===== src/rtl/pipe_ctrl.sv =====
// rtl/pipe_ctrl.sv - RAW-hazard scoreboard and stall/flush/hold sequencing for the core pipeline
module pipe_ctrl #(
  parameter int DEPTH     = 3,
  parameter int WB_BYPASS = 1
) (
  input  logic        clk,
  input  logic        rst,
  input  logic [4:0]  rs1_addr_i,
  input  logic        rs1_ren_i,
  input  logic [4:0]  rs2_addr_i,
  input  logic        rs2_ren_i,
  input  logic [4:0]  rd_addr_i,
  input  logic        reg_wen_i,
  input  logic        jump_en_i,
  input  logic [31:0] jump_addr_i,
  input  logic        ext_hold_i,
  output logic        hold_pc_o,
  output logic        hold_if_id_o,
  output logic        bubble_id_ex_o,
  output logic        flush_o,
  output logic        jump_o,
  output logic [31:0] jump_addr_o,
  output logic [31:0] stall_cnt_o
);

  typedef enum logic [1:0] {
    MODE_RUN,
    MODE_STALL,
    MODE_FLUSH,
    MODE_HOLD
  } mode_t;

  // Entry 0 is the instruction in EX; entry DEPTH-1 is writing the register file.
  logic [DEPTH-1:0] r_valid;
  logic [4:0]       r_rd [DEPTH];
  logic [31:0]      r_stall_cnt;

  logic             w_hazard;
  mode_t            w_mode;

  // Compare both source operands against every scoreboard entry that can still hazard;
  // with bypass the entry being written back this cycle is already visible in the regfile.
  always_comb begin
    w_hazard = 1'b0;
    for (int k = 0; k < DEPTH; k++) begin
      if (r_valid[k] && (r_rd[k] != 5'd0) && !((WB_BYPASS == 1) && (k == DEPTH - 1))) begin
        if (rs1_ren_i && (r_rd[k] == rs1_addr_i)) w_hazard = 1'b1;
        if (rs2_ren_i && (r_rd[k] == rs2_addr_i)) w_hazard = 1'b1;
      end
    end
  end

  // Priority select: external hold beats jump flush beats hazard stall beats run.
  always_comb begin
    w_mode = MODE_RUN;
    if (ext_hold_i)     w_mode = MODE_HOLD;
    else if (jump_en_i) w_mode = MODE_FLUSH;
    else if (w_hazard)  w_mode = MODE_STALL;
  end

  // Drive stage controls from the selected mode; all forced quiet while in reset.
  always_comb begin
    hold_pc_o      = 1'b0;
    hold_if_id_o   = 1'b0;
    bubble_id_ex_o = 1'b0;
    flush_o        = 1'b0;
    jump_o         = 1'b0;
    if (!rst) begin
      unique case (w_mode)
        MODE_HOLD: begin
          hold_pc_o    = 1'b1;
          hold_if_id_o = 1'b1;
        end
        MODE_FLUSH: begin
          flush_o = 1'b1;
          jump_o  = 1'b1;
        end
        MODE_STALL: begin
          hold_pc_o      = 1'b1;
          hold_if_id_o   = 1'b1;
          bubble_id_ex_o = 1'b1;
        end
        default: ;
      endcase
    end
  end

  // Advance the scoreboard unless frozen; only a RUN cycle inserts a real producer,
  // stalls and flushes push a bubble into EX.
  always_ff @(posedge clk) begin
    if (rst) begin
      r_valid     <= '0;
      r_stall_cnt <= '0;
      for (int k = 0; k < DEPTH; k++) r_rd[k] <= 5'd0;
    end else if (w_mode != MODE_HOLD) begin
      for (int k = DEPTH - 1; k > 0; k--) begin
        r_valid[k] <= r_valid[k-1];
        r_rd[k]    <= r_rd[k-1];
      end
      r_valid[0] <= (w_mode == MODE_RUN) && reg_wen_i;
      r_rd[0]    <= (w_mode == MODE_RUN) ? rd_addr_i : 5'd0;
      if (w_mode == MODE_STALL) r_stall_cnt <= r_stall_cnt + 32'd1;
    end
  end

  assign jump_addr_o = jump_addr_i;
  assign stall_cnt_o = r_stall_cnt;

endmodule


===== config.mk =====
export PLATFORM = sky130hd
export DESIGN_NAME = pipe_ctrl
export DESIGN_NICKNAME = d
export VERILOG_FILES = /design/src/rtl/pipe_ctrl.sv
export SDC_FILE = /design/constraint.sdc
export NUM_CORES = 1
export LEC_CHECK = 0
export ABC_AREA = 0
export CORE_UTILIZATION = 33
export DETAILED_ROUTE_END_ITERATION = 12
export PLACE_DENSITY_LB_ADDON = 0.08
export SYNTH_ARGS = -nofsm -noshare
export SYNTH_HDL_FRONTEND = slang
export SYNTH_SLANG_ARGS = --single-unit

===== constraint.sdc =====
create_clock -name clk -period 4.9 [get_ports clk]
set_input_delay 0.98 -clock clk [delete_from_list [all_inputs] [get_ports clk]]
set_output_delay 0.98 -clock clk [all_outputs]
set_load 0.01 [all_outputs]

# == Yosys cells after proc, flatten, opt, wreduce, memory -nomap -nowiden ==
# Memory sizes are Yosys's and may differ from the RTL's.
# Cells that the tools add are included.
# classes
add_sub_neg,1
eq_ne,8
mux,24
bitwise_logic,3
n_reduce_logical,12
# ops
cell,count
adder 32 x 1 -> 32 bit (second input constant),1
equality test 5 bit,4
two-way mux 5 bit,4
two-way mux 1 bit,18
nonzero test 5 bit,2
logical AND 1 bit,7
equality test 2 bit (second input constant),2
two-way mux 2 bit,2
bitwise OR 1 bit,3
equality test 2 x 1 -> 1 bit (second input constant),1
zero test 2 bit,1
inequality test 2 bit (second input constant),1
AND reduction 2 bit,1
OR reduction 2 bit,1
# word_totals
reg_bits,34
mem_bits_rw,15
output_inout_bits,69
wordCells,51
mem_count,1
# memory_table
memory,depth,width,rd,rd_clocked_by_memory_dff,wr,line_no,text
r_rd,3,5,2,0,3,35,logic [4:0] r_rd [DEPTH];

# == Longest topological paths before layout ==
# Gate-level depths: netlist of run 1.
# An unclocked memory read counts as a cell.
# depth
word_depth,17
ltp_mapped,9

# == Worst setup path before layout of run 1 ==
# OpenSTA, ideal clock, no wires.
# synth_timing
kind,in2out
start,in rs2_addr_i[1]
end,out hold_pc_o
t_arrival_ps,2380
path_slack_ps,1540
stages,9
path_buffers,3
cell_sequence,xnor2_1 nand4_1 o22ai_1 a22oi_4 buf_6 buf_4 nor2_1 o21ba_1 buf_4
# synth_between
elab_chain_cells,14
# synth_lines
element,line_no,text
from (decl),10,"input logic [4:0] rs2_addr_i,"
equality test 5 bit,48,if (rs2_ren_i && (r_rd[k] == rs2_addr_i)) w_hazard = 1'b1;
logical AND 1 bit,48,
two-way mux 1 bit,48,
two-way mux 1 bit,46,if (r_valid[k] && (r_rd[k] != 5'd0) && !((WB_BYPASS == 1) && (k == DEPTH - 1))) begin
two-way mux 1 bit,47,if (rs1_ren_i && (r_rd[k] == rs1_addr_i)) w_hazard = 1'b1;
two-way mux 1 bit,48,
two-way mux 1 bit *,46,
two-way mux 1 bit *,58,else if (w_hazard) w_mode = MODE_STALL;
two-way mux 2 bit *,57,else if (jump_en_i) w_mode = MODE_FLUSH;
two-way mux 2 bit *,56,if (ext_hold_i) w_mode = MODE_HOLD;
equality test 2 x 1 -> 1 bit or equality test 2 bit (tied branches),n/a,
OR reduction 2 bit (no source line) *,n/a,
two-way mux 1 bit * (2 in a row),n/a,
to (decl),17,"output logic hold_pc_o,"
# Mark *: on every way between the ends. The rest lies on a longest branch, timed or not.

# == Worst setup path after layout of run 1 ==
# layout_timing
start,in rs1_addr_i[0]
end,out bubble_id_ex_o
# layout_between
elab_chain_cells,14
# layout_lines
element,line_no,text
from (decl),8,"input logic [4:0] rs1_addr_i,"
equality test 5 bit,47,
logical AND 1 bit,47,
two-way mux 1 bit,47,
two-way mux 1 bit,48,
two-way mux 1 bit,46,
two-way mux 1 bit,47,
two-way mux 1 bit,48,
two-way mux 1 bit *,46,
two-way mux 1 bit *,58,
two-way mux 2 bit *,57,
two-way mux 2 bit *,56,
equality test 2 x 1 -> 1 bit *,69,unique case (w_mode)
two-way mux 1 bit *,69,
two-way mux 1 bit *,68,if (!rst) begin
to (decl),19,"output logic bubble_id_ex_o,"
# Marked as above.

==> results of run 1 <==
-- synthesized netlist by cell type, types with 2 or more instances --
library cell,count
a21oi_1,30
a32oi_1,2
and2_1,11
and3_1,3
and4_1,2
buf_4,37
buf_6,3
clkbuf_1,8
dfxtp_1,34
edfxtp_1,10
inv_1,7
mux2i_1,2
nand2_1,18
nand3_1,11
nand4_1,12
nor2_1,13
nor3_1,5
o21ai_0,2
o22ai_1,2
o31ai_1,27
or3_1,2
or4_1,28
xnor2_1,21
-- registers in the layout (all words and copies together), names as in the netlist --
signal       flops
stall_cnt_o     32
r_rd            10
r_valid          2
-- where the power goes --
group,switching [mW],internal [mW]
combinational,0.0265,0.0351
sequential,0.00721,0.376
clock,0.136,0.101
-- cell families (layout without fill, tap and decap cells) --
group	after synthesis	after routing	synth area share (%)
AO/OA/AOI/OAI	67	67	16.51
buffers and inverters	55	77	13.83
XOR/XNOR	22	22	7.244
multiplexers	2	2	0.7526
flip-flops	44	44	36.88
adder cells (fa/ha/maj)	1	1	0.4703
AND/OR/NAND/NOR	110	110	24.32
-- worst paths after layout --
check	slack, ns	startpoint	end
setup / recovery	0.78	rs1_addr_i[0]	bubble_id_ex_o
hold / removal	0.49	stall_cnt_o[31]	stall_cnt_o[31]
setup reg to reg	2.36	r_rd[0][5]	r_rd[0][3]
hold reg to reg	0.49	stall_cnt_o[31]	stall_cnt_o[31]
-- placed cells by master (no fill, tap or decap), types with 2 or more instances in the layout --
cell type / count
nand4_1: 12
nor2_1: 13
o21ai_0: 2
edfxtp_1: 10
and4_1: 2
or4_1: 28
clkinvlp_4: 2
or3_1: 2
o31ai_1: 27
nand2_1: 18
and3_1: 3
and2_1: 11
o22ai_1: 2
inv_1: 7
clkdlybuf4s50_1: 58
xnor2_1: 21
a32oi_1: 2
mux2i_1: 2
nor3_1: 5
dfxtp_1: 34
a21oi_1: 30
clkbuf_8: 5
buf_4: 4
nand3_1: 11
-- worst max-delay path: cells and delay by family --
family / cells / cell delay [ns]
xor+xnor: 1 / 0.14
buf+inv: 3 / 1.27
simple gates: 2 / 0.21
compound gates: 2 / 0.53
-- final cells by class --
cell class	count	area [um2]	share of cell area [%]
inverter	7	26.28	0.8343
multi-input combinational	202	1311	41.64
sequential	44	980.9	31.15
clock buffer	5	68.82	2.185
timing repair buffer	62	610.6	19.39
clock inverter	3	23.77	0.7549
tap	102	127.6	4.052
-- layer usage --
layer  track usage [%]  wire, um  up-vias
li1                  -         -     1128
met1             20.27      3097     1094
met2             23.62      2848       54
met3             3.234       307       14
met4             5.078        59        0
met5                 0         0        -
==> flow_summary.ini, run 1 <==
[synthesis]
synth.largest_area_cell = dfxtp_1
synth.yosys.seq_area_share_pct = 36.88
synth_ff_type = dfxtp_1
yosys_register_bits = 44
yosys-top-cells-area = dfxtp_1 26%, edfxtp_1 11%, buf_4 10%
synth_warnings = 0
avgSynthCellArea_um2 = 8.837
ys_types = 34
netlist_area_um2 = 2660
synth_nets = 356
synthArstFlopShare_pct = 0
synth_top_area_share_pct = 25.59
netlist_instances = 301
synth_edf_count = 10

[clocking]
holdBufCountCts = 0
cts_root_buffer = clkbuf_8
cts_made_buffers = 5
path_clk_slew_ns = 0.09
cts_tree = yes
clkLatencyLatePin_ns = 0.30
clock-sinks = 44
ctsResizeCount = 0
htree_num_levels = 2
cts_buffer_depth = 2
post_cts_buffers = 0

[setup_path]
worst_path_most_repeated_cell = clkdlybuf4s50_1
crit_chain = clkdlybuf4s50_1, xnor2_1, nand4_1, o22ai_1, a32oi_1, buf_4, nor2_1, clkdlybuf4s50_1
r2r_cells = 7
start_kind = input pin
slowest_delay_ns = 0.54
path_class = in2out
crit_arrival_ns = 3.14
endpoint_kind = output port
critPathSlowestCell = clkdlybuf4s50_1
cp_max_fo = 17
cp.required_ns = 3.92

[route]
drtIter0Drc = 75
wl_per_cell_um = 14.85
drcViolationCount = 0
routed_via_density = 5.388
dr.pass1.iters = 4
num_vias = 2290
antenna_left = 0
wl_mm = 6.312

[sta]
relSlewSlack_pct = 30.27
rsz0062_at_grt = no
worst_slack_ns = 0.7782
period_share_pct = 84.12
finalSetupViolCount = 0
worst_pin_slew_ns = 1.043
clock.fmax_ghz = 0.2426
finalHoldViolCount = 0
setup_tns_ns = 0
hold_slack_ns = 0.4940
drv_slew = 0
layout_min_cycle_time_ns = 4.122
fin_skew_ns = 0.009739

[grt]
grt_pass1_wl_mm = 10.22
first_global_vias = 2130
antenna_found_initial = 0
gr-total-overflow = 0
grt_use_total_pct = 14.98
grt_max_degree = 46

[final_layout]
drive_above_1_share_pct = 4.954
fin_cells = 425
nFillCells = 806
final_core_util_pct = 40.54
syn2layout_area_growth_pct = 18.39
fin_area_um2 = 3149
diodes = 0
fin_nets = 377

[placed_design]
pre_cts_ws_ns = 0.7640
port_buffers = 58
place_hpwl_mm = 4.357
placed_cell_area_um2 = 3057
dp.cells = 417
gp_congestion = 0.7260

[floorplan]
die_w_um = 91.78
die-area_um2 = 8424
rows = 32
die_height_um = 91.78
ios = 123
core-area_um2 = 7767
initial_core_util_pct = 34.25

[job]
maxCapViolCount = 0

[power]
p_leak_nw = 0.9528
ir_drop_v = 0.0001052
power.density_nw_per_um2 = 216.5
total_power_uw = 681.8

[min_path]
hold_depth = 2
hold_class = reg2reg

[outcome]
status = complete, no violations
Note: power is estimated with default switching activity, not from simulation.
==> inputs of run 2 (changes only) <==
==> constraint.sdc (replaced) <==
create_clock -name clk -period 4.23 [get_ports clk]
set_input_delay 0.846 -clock clk [delete_from_list [all_inputs] [get_ports clk]]
set_output_delay 0.846 -clock clk [all_outputs]
set_load 0.01 [all_outputs]
==> flow_summary.ini, run 2 (synthesized netlist as in run 1, its figures left out) <==
[final_layout]
drive_above_1_share_pct = 4.644
final_common_cell = clkdlybuf4s50_1
fin_nets = 377
nFillCells = 805
final_cell_mix = 58 x clkdlybuf4s50_1, 34 x dfxtp_1, 30 x a21oi_1
largest_reg_flops = 32
diodes = 0
syn2layout_area_growth_pct = 18.96

[floorplan]
core-area_um2 = 7767
initial_core_util_pct = 34.25
ios = 123
die-area_um2 = 8424
rows = 32
die_w_um = 91.78
die_height_um = 91.78

[setup_path]
path_buf_inv = 2
slowest_delay_ns = 0.56
crit_chain = clkdlybuf4s50_1, xnor2_1, nand4_1, o22ai_1, a32oi_1, nor2_1, clkdlybuf4s50_1
worst_path_most_repeated_cell = clkdlybuf4s50_1
cp.required_ns = 3.38
endpoint_kind = output port
crit_arrival_ns = 2.93
critPathSlowestCell = clkdlybuf4s50_1
cp_max_fo = 3
start_kind = input pin
path_class = in2out
critPathTopFamily = buffers and inverters

[clocking]
htree_num_levels = 2
clock-sinks = 44
clkLatencyLatePin_ns = 0.30
cts_tree = yes
ctsResizeCount = 0
cts_made_buffers = 5
path_clk_slew_ns = 0.09
holdBufCountCts = 0
cts_buffer_depth = 2
post_cts_buffers = 0
cts_root_buffer = clkbuf_8

[route]
routed_via_density = 5.362
wl_mm = 6.287
wl_per_cell_um = 14.79
drtIter0Drc = 49
num_vias = 2279
dr.pass1.iters = 4
antenna_left = 0
drcViolationCount = 0

[grt]
gr-total-overflow = 0
grt_max_degree = 46
grt_use_total_pct = 15.06
first_global_vias = 2149
antenna_found_initial = 0
grt_pass1_wl_mm = 10.32

[power]
ir_drop_v = 0.0001178
power.density_nw_per_um2 = 263.9
p_leak_nw = 0.9676

[sta]
relSlewSlack_pct = 31.62
setup_tns_ns = 0
worst_pin_slew_ns = 1.023
clock.fmax_ghz = 0.2646
finalSetupViolCount = 0
layout_min_cycle_time_ns = 3.779
rsz0062_at_grt = no
period_share_pct = 89.33
finalHoldViolCount = 0
fin_skew_ns = 0.01141
drv_slew = 0
worst_slack_ns = 0.4514

[outcome]
status = complete, no violations

[placed_design]
gp_congestion = 0.7432
port_buffers = 58
pre_cts_ws_ns = 0.4715
place_hpwl_mm = 4.483

[min_path]
hold_class = reg2reg

[job]
maxCapViolCount = 0
-- run 2: report_power, final --
part	total [mW]	switching, mW	internal [mW]	leakage, nW
combinational	0.0714	0.0308	0.0406	0.527
sequential	0.444	0.00853	0.436	0.385
clock	0.319	0.144	0.175	0.0552
-- run 2: metrics by stage --
step	std cells	instance area, um2	hold slack, ns	utilization, %	power [mW]
finish	425	3164	0.4952	40.74	0.8351
global route	425	3164	0.5217	40.74	0.8712
CTS	425	3164	0.4996	40.74	0.8508
detailed placement	417	3057	0.4811	39.35	0.5266
global placement	417	3057	0.4794	39.35	0.5267
floorplan	301	2660	0.4601	-	0.5204
-- run 2: tightest hold or removal path: stages, from the launching register on --
cell and delay [ns]:
dfxtp_1 0.34, o31ai_1 0.06, a21oi_1 0.05
-- run 2: per-layer routing --
layer  global-route usage, %  wire length, um
met2                   24.00             2882
met4                   4.427               68
met1                   20.69             3087
met5                       0                0
met3                   2.819              248
-- run 2: final timing paths --
check | startpoint | endpoint | slack (ns) | cells after the start
worst max register to register | r_rd[0][5] | r_rd[0][4] | 1.75 | 7
worst min-delay path | stall_cnt_o[11] | stall_cnt_o[11] | 0.50 | 2
worst max-delay path | rs2_addr_i[0] | bubble_id_ex_o | 0.45 | 7
worst min register to register | stall_cnt_o[11] | stall_cnt_o[11] | 0.50 | 2
-- run 2: final cells by class --
| class | count | area, um2 | share of cell area (%) |
|---|---|---|---|
| clock buffers | 6 | 72.57 | 2.293 |
| clock inverters | 2 | 35.03 | 1.107 |
| inverters | 7 | 26.28 | 0.8304 |
| multi-input cells | 202 | 1311 | 41.44 |
| flip-flops and latches | 44 | 980.9 | 31.00 |
| well taps | 102 | 127.6 | 4.033 |
| repair buffers | 62 | 610.6 | 19.30 |
==> inputs of run 3 (changes only) <==
--- a/config.mk
+++ b/config.mk
@@ -6,6 +6,7 @@
 export NUM_CORES = 1
 export LEC_CHECK = 0
 export ABC_AREA = 0
+export ABC_CLOCK_PERIOD_IN_PS = 4230
 export CORE_UTILIZATION = 33
 export DETAILED_ROUTE_END_ITERATION = 12
 export PLACE_DENSITY_LB_ADDON = 0.08
==> results of run 3 <==
No change in the layout: final DEF, timing and power equal those of run 2.
